==> src/rtl/pipe_ctrl_pkg.sv <==
// Shared definitions for the pipeline hazard controller: forwarding select codes,
// controller FSM states and the hard-wired zero register number.
package pipe_ctrl_pkg;

    localparam logic [1:0] FWD_REG   = 2'b00;
    localparam logic [1:0] FWD_EXMEM = 2'b01;
    localparam logic [1:0] FWD_MEMWB = 2'b10;

    localparam logic [4:0] REG_ZERO = 5'd0;

    typedef enum logic [1:0] {
        ST_RUN      = 2'b00,
        ST_MEM_WAIT = 2'b01,
        ST_ERR      = 2'b10
    } state_t;

    // A producer only counts if it really writes a register other than $0.
    function automatic logic writes_reg(input logic wb, input logic [4:0] rw, input logic [4:0] src);
        return wb && (rw != REG_ZERO) && (rw == src);
    endfunction

endpackage

==> src/rtl/pipeline_hazard_ctrl_fwd_unit.sv <==
// Combinational forwarding compare for one ALU operand; the EX/MEM producer is
// younger than MEM/WB, so it wins when both match.
module fwd_unit
    import pipe_ctrl_pkg::*;
(
    input  logic [4:0] ex_src,
    input  logic [4:0] mem_Rw,
    input  logic       mem_WB,
    input  logic [4:0] wb_Rw,
    input  logic       wb_WB,
    output logic [1:0] sel
);

    always_comb begin
        sel = FWD_REG;
        if (writes_reg(mem_WB, mem_Rw, ex_src)) begin
            sel = FWD_EXMEM;
        end else if (writes_reg(wb_WB, wb_Rw, ex_src)) begin
            sel = FWD_MEMWB;
        end
    end

endmodule

==> src/rtl/pipeline_hazard_ctrl.sv <==
// Hazard/sequencing controller for the 5-stage pipe: stage enables, flushes,
// forwarding and memory-wait stalls. Optional statistics: HAZARD_STATS_EN.
module pipeline_hazard_ctrl
    import pipe_ctrl_pkg::*;
#(
    parameter int MEM_TIMEOUT = 16,
    parameter int CNT_W       = 5
) (
    input  logic       i_clk,
    input  logic       i_rst_n,
    input  logic [4:0] i_id_rs,
    input  logic [4:0] i_id_rt,
    input  logic [4:0] i_ex_rs,
    input  logic [4:0] i_ex_rt,
    input  logic [4:0] i_ex_Rw,
    input  logic       i_ex_MemRead,
    input  logic [4:0] i_mem_Rw,
    input  logic       i_mem_WB,
    input  logic [4:0] i_wb_Rw,
    input  logic       i_wb_WB,
    input  logic       i_mem_req,
    input  logic       i_mem_ack,
    input  logic       i_branch_taken,
    output logic       o_pc_en,
    output logic       o_ifid_en,
    output logic       o_ifid_flush,
    output logic       o_idex_flush,
    output logic       o_exmem_en,
    output logic       o_memwb_WB,
    output logic [1:0] o_fwd_a,
    output logic [1:0] o_fwd_b,
    output logic       o_mem_err
`ifdef HAZARD_STATS_EN
    ,
    output logic [31:0] o_stall_cycles,
    output logic [15:0] o_flush_count
`endif
);

    state_t           state;
    logic [CNT_W-1:0] wait_cnt;
    logic [CNT_W-1:0] cnt_next;
    logic             load_use;
    logic             run_cycle;
    logic [1:0]       sel_a;
    logic [1:0]       sel_b;

    assign cnt_next = wait_cnt + 1'b1;
    assign load_use = i_ex_MemRead && (i_ex_Rw != REG_ZERO) &&
                      ((i_ex_Rw == i_id_rs) || (i_ex_Rw == i_id_rt));

    fwd_unit u_fwd_a (
        .ex_src (i_ex_rs),
        .mem_Rw (i_mem_Rw),
        .mem_WB (i_mem_WB),
        .wb_Rw  (i_wb_Rw),
        .wb_WB  (i_wb_WB),
        .sel    (sel_a)
    );

    fwd_unit u_fwd_b (
        .ex_src (i_ex_rt),
        .mem_Rw (i_mem_Rw),
        .mem_WB (i_mem_WB),
        .wb_Rw  (i_wb_Rw),
        .wb_WB  (i_wb_WB),
        .sel    (sel_b)
    );

    // wait_cnt holds the number of stalled cycles already spent on the access.
    always_ff @(posedge i_clk or negedge i_rst_n) begin
        if (!i_rst_n) begin
            state     <= ST_RUN;
            wait_cnt  <= '0;
            o_mem_err <= 1'b0;
        end else begin
            case (state)
                ST_RUN: begin
                    if (i_mem_req && !i_mem_ack) begin
                        state    <= ST_MEM_WAIT;
                        wait_cnt <= CNT_W'(1);
                    end
                end
                ST_MEM_WAIT: begin
                    if (i_mem_ack) begin
                        state    <= ST_RUN;
                        wait_cnt <= '0;
                    end else if (cnt_next == CNT_W'(MEM_TIMEOUT)) begin
                        state     <= ST_ERR;
                        wait_cnt  <= cnt_next;
                        o_mem_err <= 1'b1;
                    end else begin
                        wait_cnt <= cnt_next;
                    end
                end
                default: begin
                    state <= ST_ERR;
                end
            endcase
        end
    end

    // A cycle in which the pipe may advance normally; otherwise memory/error freeze.
    always_comb begin
        run_cycle = 1'b0;
        case (state)
            ST_RUN:      run_cycle = !(i_mem_req && !i_mem_ack);
            ST_MEM_WAIT: run_cycle = i_mem_ack;
            default:     run_cycle = 1'b0;
        endcase
    end

    always_comb begin
        o_pc_en      = 1'b0;
        o_ifid_en    = 1'b0;
        o_ifid_flush = 1'b0;
        o_idex_flush = 1'b0;
        o_exmem_en   = 1'b0;
        o_memwb_WB   = 1'b0;
        o_fwd_a      = FWD_REG;
        o_fwd_b      = FWD_REG;
        if (i_rst_n) begin
            o_fwd_a = sel_a;
            o_fwd_b = sel_b;
            if (run_cycle) begin
                o_pc_en    = 1'b1;
                o_ifid_en  = 1'b1;
                o_exmem_en = 1'b1;
                o_memwb_WB = i_mem_WB;
                if (i_branch_taken) begin
                    o_ifid_flush = 1'b1;
                    o_idex_flush = 1'b1;
                end else if (load_use) begin
                    o_pc_en      = 1'b0;
                    o_ifid_en    = 1'b0;
                    o_idex_flush = 1'b1;
                end
            end
        end
    end

`ifdef HAZARD_STATS_EN
    always_ff @(posedge i_clk or negedge i_rst_n) begin
        if (!i_rst_n) begin
            o_stall_cycles <= '0;
            o_flush_count  <= '0;
        end else begin
            if (!o_pc_en && (o_stall_cycles != '1)) begin
                o_stall_cycles <= o_stall_cycles + 32'd1;
            end
            if (o_ifid_flush && (o_flush_count != '1)) begin
                o_flush_count <= o_flush_count + 16'd1;
            end
        end
    end
`endif

endmodule

==> config.mk <==
export PLATFORM = sky130hd
export DESIGN_NAME = pipeline_hazard_ctrl
export DESIGN_NICKNAME = d
export VERILOG_FILES = /design/src/rtl/pipe_ctrl_pkg.sv /design/src/rtl/pipeline_hazard_ctrl_fwd_unit.sv /design/src/rtl/pipeline_hazard_ctrl.sv
export SDC_FILE = /design/constraint.sdc
export NUM_CORES = 1
export LEC_CHECK = 0
export BUFFER_PORTS_ARGS = -buffer_cell sky130_fd_sc_hd__buf_2
export CAP_MARGIN = 25
export CORE_ASPECT_RATIO = 1.25
export CORE_UTILIZATION = 45
export CTS_CLUSTER_SIZE = 14
export DETAILED_ROUTE_END_ITERATION = 12
export PLACE_DENSITY = 0.84
export RECOVER_POWER = 25
export SLEW_MARGIN = 20
export SYNTH_ARGS = -nofsm -noshare
export SYNTH_HDL_FRONTEND = slang
export SYNTH_SLANG_ARGS = --single-unit
==> constraint.sdc <==
create_clock -name i_clk -period 3.6 [get_ports i_clk]
set_input_delay 0.9 -clock i_clk [delete_from_list [all_inputs] [get_ports i_clk]]
set_output_delay 0.9 -clock i_clk [all_outputs]
set_load 0.01 [all_outputs]
==> qor.txt <==
Tcrit/Tclk final = 0.8609
syn avg cell area = 8.333 µm²
unrepaired setup endpoints after global routing = no
R2R Path End = o_mem_err$_DFFE_PN0P_
ys flop type = dfrtp_1
DR DRC count = 0
worst-path cell chain = buf_2 > or4_1 > o21ai_2 > nor4_1 > nor4_2 > buf_2
most common cell after layout, fill and taps aside = buf_2
Hold/Removal Path Class = reg -> reg
area of the mapped netlist = 858.3 µm²
Worst setup EP type = output pin
part of the Yosys area used for sequential elements = 0.2332
Final Util = 0.6478
Clock Sinks = 8
Synth Register Bits = 8
dpl ws = 496.6 ps
Die Area = 2087 µm²
Tot GR Track Use = 0.2392
Critical Path Fanout Max = 3
vias in the first global route = 914
Via density = 5.415
worst setup margin = 500.6 ps
TritonCTS buffer count = 3
WP data arrival = 2200 ps
Final Net Count = 203
hold_buf cts = 0
gr ovfl total = 0
Reg-to-Reg Start = wait_cnt[0]$_DFFE_PN0P_
Least-Margin Pin Slew = 532.7 ps
Req. time, crit path = 2700 ps
CTS resizes = 0
total design power = 0.2762 mW
RD Place Congestion = 0.8884
synth top area cells = dfrtp_1 (23%), xor2_1 (22%), xnor2_1 (8.2%), nor3_1 (3.5%), or4_1 (3.5%)
1st-pass router iterations = 4
Core Area = 1787 µm²
setup TNS = 0 ps
post-synthesis net count = 147
die span in x = 41.06 µm
CP Class = in -> out
Clk Latency, worst-skew pair = 250 ps
Layout area overhead = 34.84%
final setup vio count = 0
post-route antenna net violation count = 0
Final Hold Viols = 0
vias post-DR = 953
status = finished clean
P_sw = 0.09115 mW
starting density of the core = 0.4804
Ports = 54
first-pass GRT wire length = 3.553 mm
Internal = 0.1851 mW
# Post-CTS Setup Buffers = 0
Yosys cell types = 31
Clock power frac = 0.252
final setup skew = 1.864 ps
Static Leakage = 0.5682 nW
min cycle time layout = 3099 ps
layout cells sized above 1 = 0.3631
detailed router's first-iteration violation count = 16
clk root buf = clkbuf_4
part of the power in combinational logic = 0.369
PwrDens = 238.7 nW/µm²
reg2reg setup slack = 2330 ps
Setup crit start = i_mem_Rw[1]
Clock Tree Buf Depth = 2
Cell Count, Final, Fillers Out = 176
critical path endpoint = o_fwd_b[1]
critical path's slowest cell = or4_1
diode count = 0
instance count on the critical path = 6
f_max = 322.6 MHz
clock-pin slew on the worst setup and hold paths = 50 ps
asr flop ratio synth = 1.000
CP Buf/Inv Count = 2
Post-Synthesis Cells = 103
DP Area = 1140 µm²
IO buf count = 53
peak supply drop = 0.2597 mV
Cell Rows = 17
commonest non-fill, non-tap cells in the layout = buf_2 (52), xor2_1 (22), xnor2_1 (8), dfrtp_1 (8)
WL/cell = 12.86 µm
post-synth top area cell = dfrtp_1
post-route cell area = 1157 µm²
sequential power share = 0.380
EDFF count, synth = 0
Die Height = 50.83 µm
CTS tree = done
htree depth = 1
most used cell, CP = buf_2
largest net degree at the start of global routing = 12
relative slew slack = 0.6448
reg2reg path depth = 4
Placed Cells = 173
final wirelength = 2.263 mm
Max-Cap Viols = 0
initial antenna violation count = 0
Synth top area share = 0.2332
DP HPWL = 1.937 mm
Synth warnings = 0
Switching Share = 0.3300
Largest stage delay, worst path = 530 ps
final-report max-slew violation count = 0
Min Hold Slack = 466.3 ps
CP delay by family, top = simple AND/OR/NAND/NOR gates
startpoint types = input pin
[worst min path at each step]
stage                           from  cells past startpoint                     to
3_3_place_gp   o_mem_err$_DFFE_PN0P_                      1  o_mem_err$_DFFE_PN0P_
4_1_cts        o_mem_err$_DFFE_PN0P_                      1  o_mem_err$_DFFE_PN0P_
5_1_grt        o_mem_err$_DFFE_PN0P_                      1  o_mem_err$_DFFE_PN0P_
3_5_place_dp   o_mem_err$_DFFE_PN0P_                      1  o_mem_err$_DFFE_PN0P_
2_1_floorplan   state[0]$_DFFE_PN0P_                      1   state[0]$_DFFE_PN0P_
6_report       o_mem_err$_DFFE_PN0P_                      1  o_mem_err$_DFFE_PN0P_
[Yosys cell counts (2+ instances only)]
cell type	instances
o21ai_0	4
nand2_1	5
or4_1	4
and2_1	4
xor2_1	22
xnor2_1	8
nor3_1	6
nor4_1	3
nor2b_1	2
dfrtp_1	8
o211ai_1	2
or2_1	2
nor2_1	6
clkbuf_1	2
a21oi_1	3
nand3_1	5
o21bai_1	3
[logic make-up (layout without fill, tap and decap cells)]
logic type               count (synthesis)  in the layout  synth area share
adder cells (fa/ha/maj)                  1              1           0.01457
XOR/XNOR                                30             30            0.3061
flip-flops                               8              8            0.2332
buffers and inverters                    4             58           0.02187
AO/OA/AOI/OAI                           19             19            0.1531
AND/OR/NAND/NOR                         41             41            0.2711
[power by group through the flow]
stage	Combinational [mW]	Clock [mW]	Sequential, mW
final	0.102	0.0695	0.105
after global placement	0.0980	0	0.106
after CTS	0.103	0.0714	0.105
after floorplan	0.0534	0	0.104
after detailed placement	0.102	0	0.106
after global routing	0.115	0.0737	0.106
[final cells by class]
cell class	count	area [µm²]
inverter	1	3.754
multi-input combinational	91	639.4
fill	170	629.4
clock buffer	3	22.52
timing repair buffer	54	267.8
sequential	8	200.2
tap	19	23.77
[registers in the layout, indices dropped and copies added, names as in the netlist]
name / flops
o_mem_err: 1
state: 2
wait_cnt: 5
[worst reg2reg max path, stage by stage, from the launching register on]
cell	delay (ps)
dfrtp_1	430
ha_1	240
nand2_1	80
nor4_1	310
or2_1	150
[layer usage]
layer,part of all wire,up-vias,routed length (µm),track usage
li1,-,480,-,-
met1,0.38,423,854,0.2409
met2,0.54,43,1227,0.4609
met3,0.059,7,134,0.01739
met4,0.021,0,47,0.08333
met5,0,-,0,0
Power figures use the tool's default switching activity.
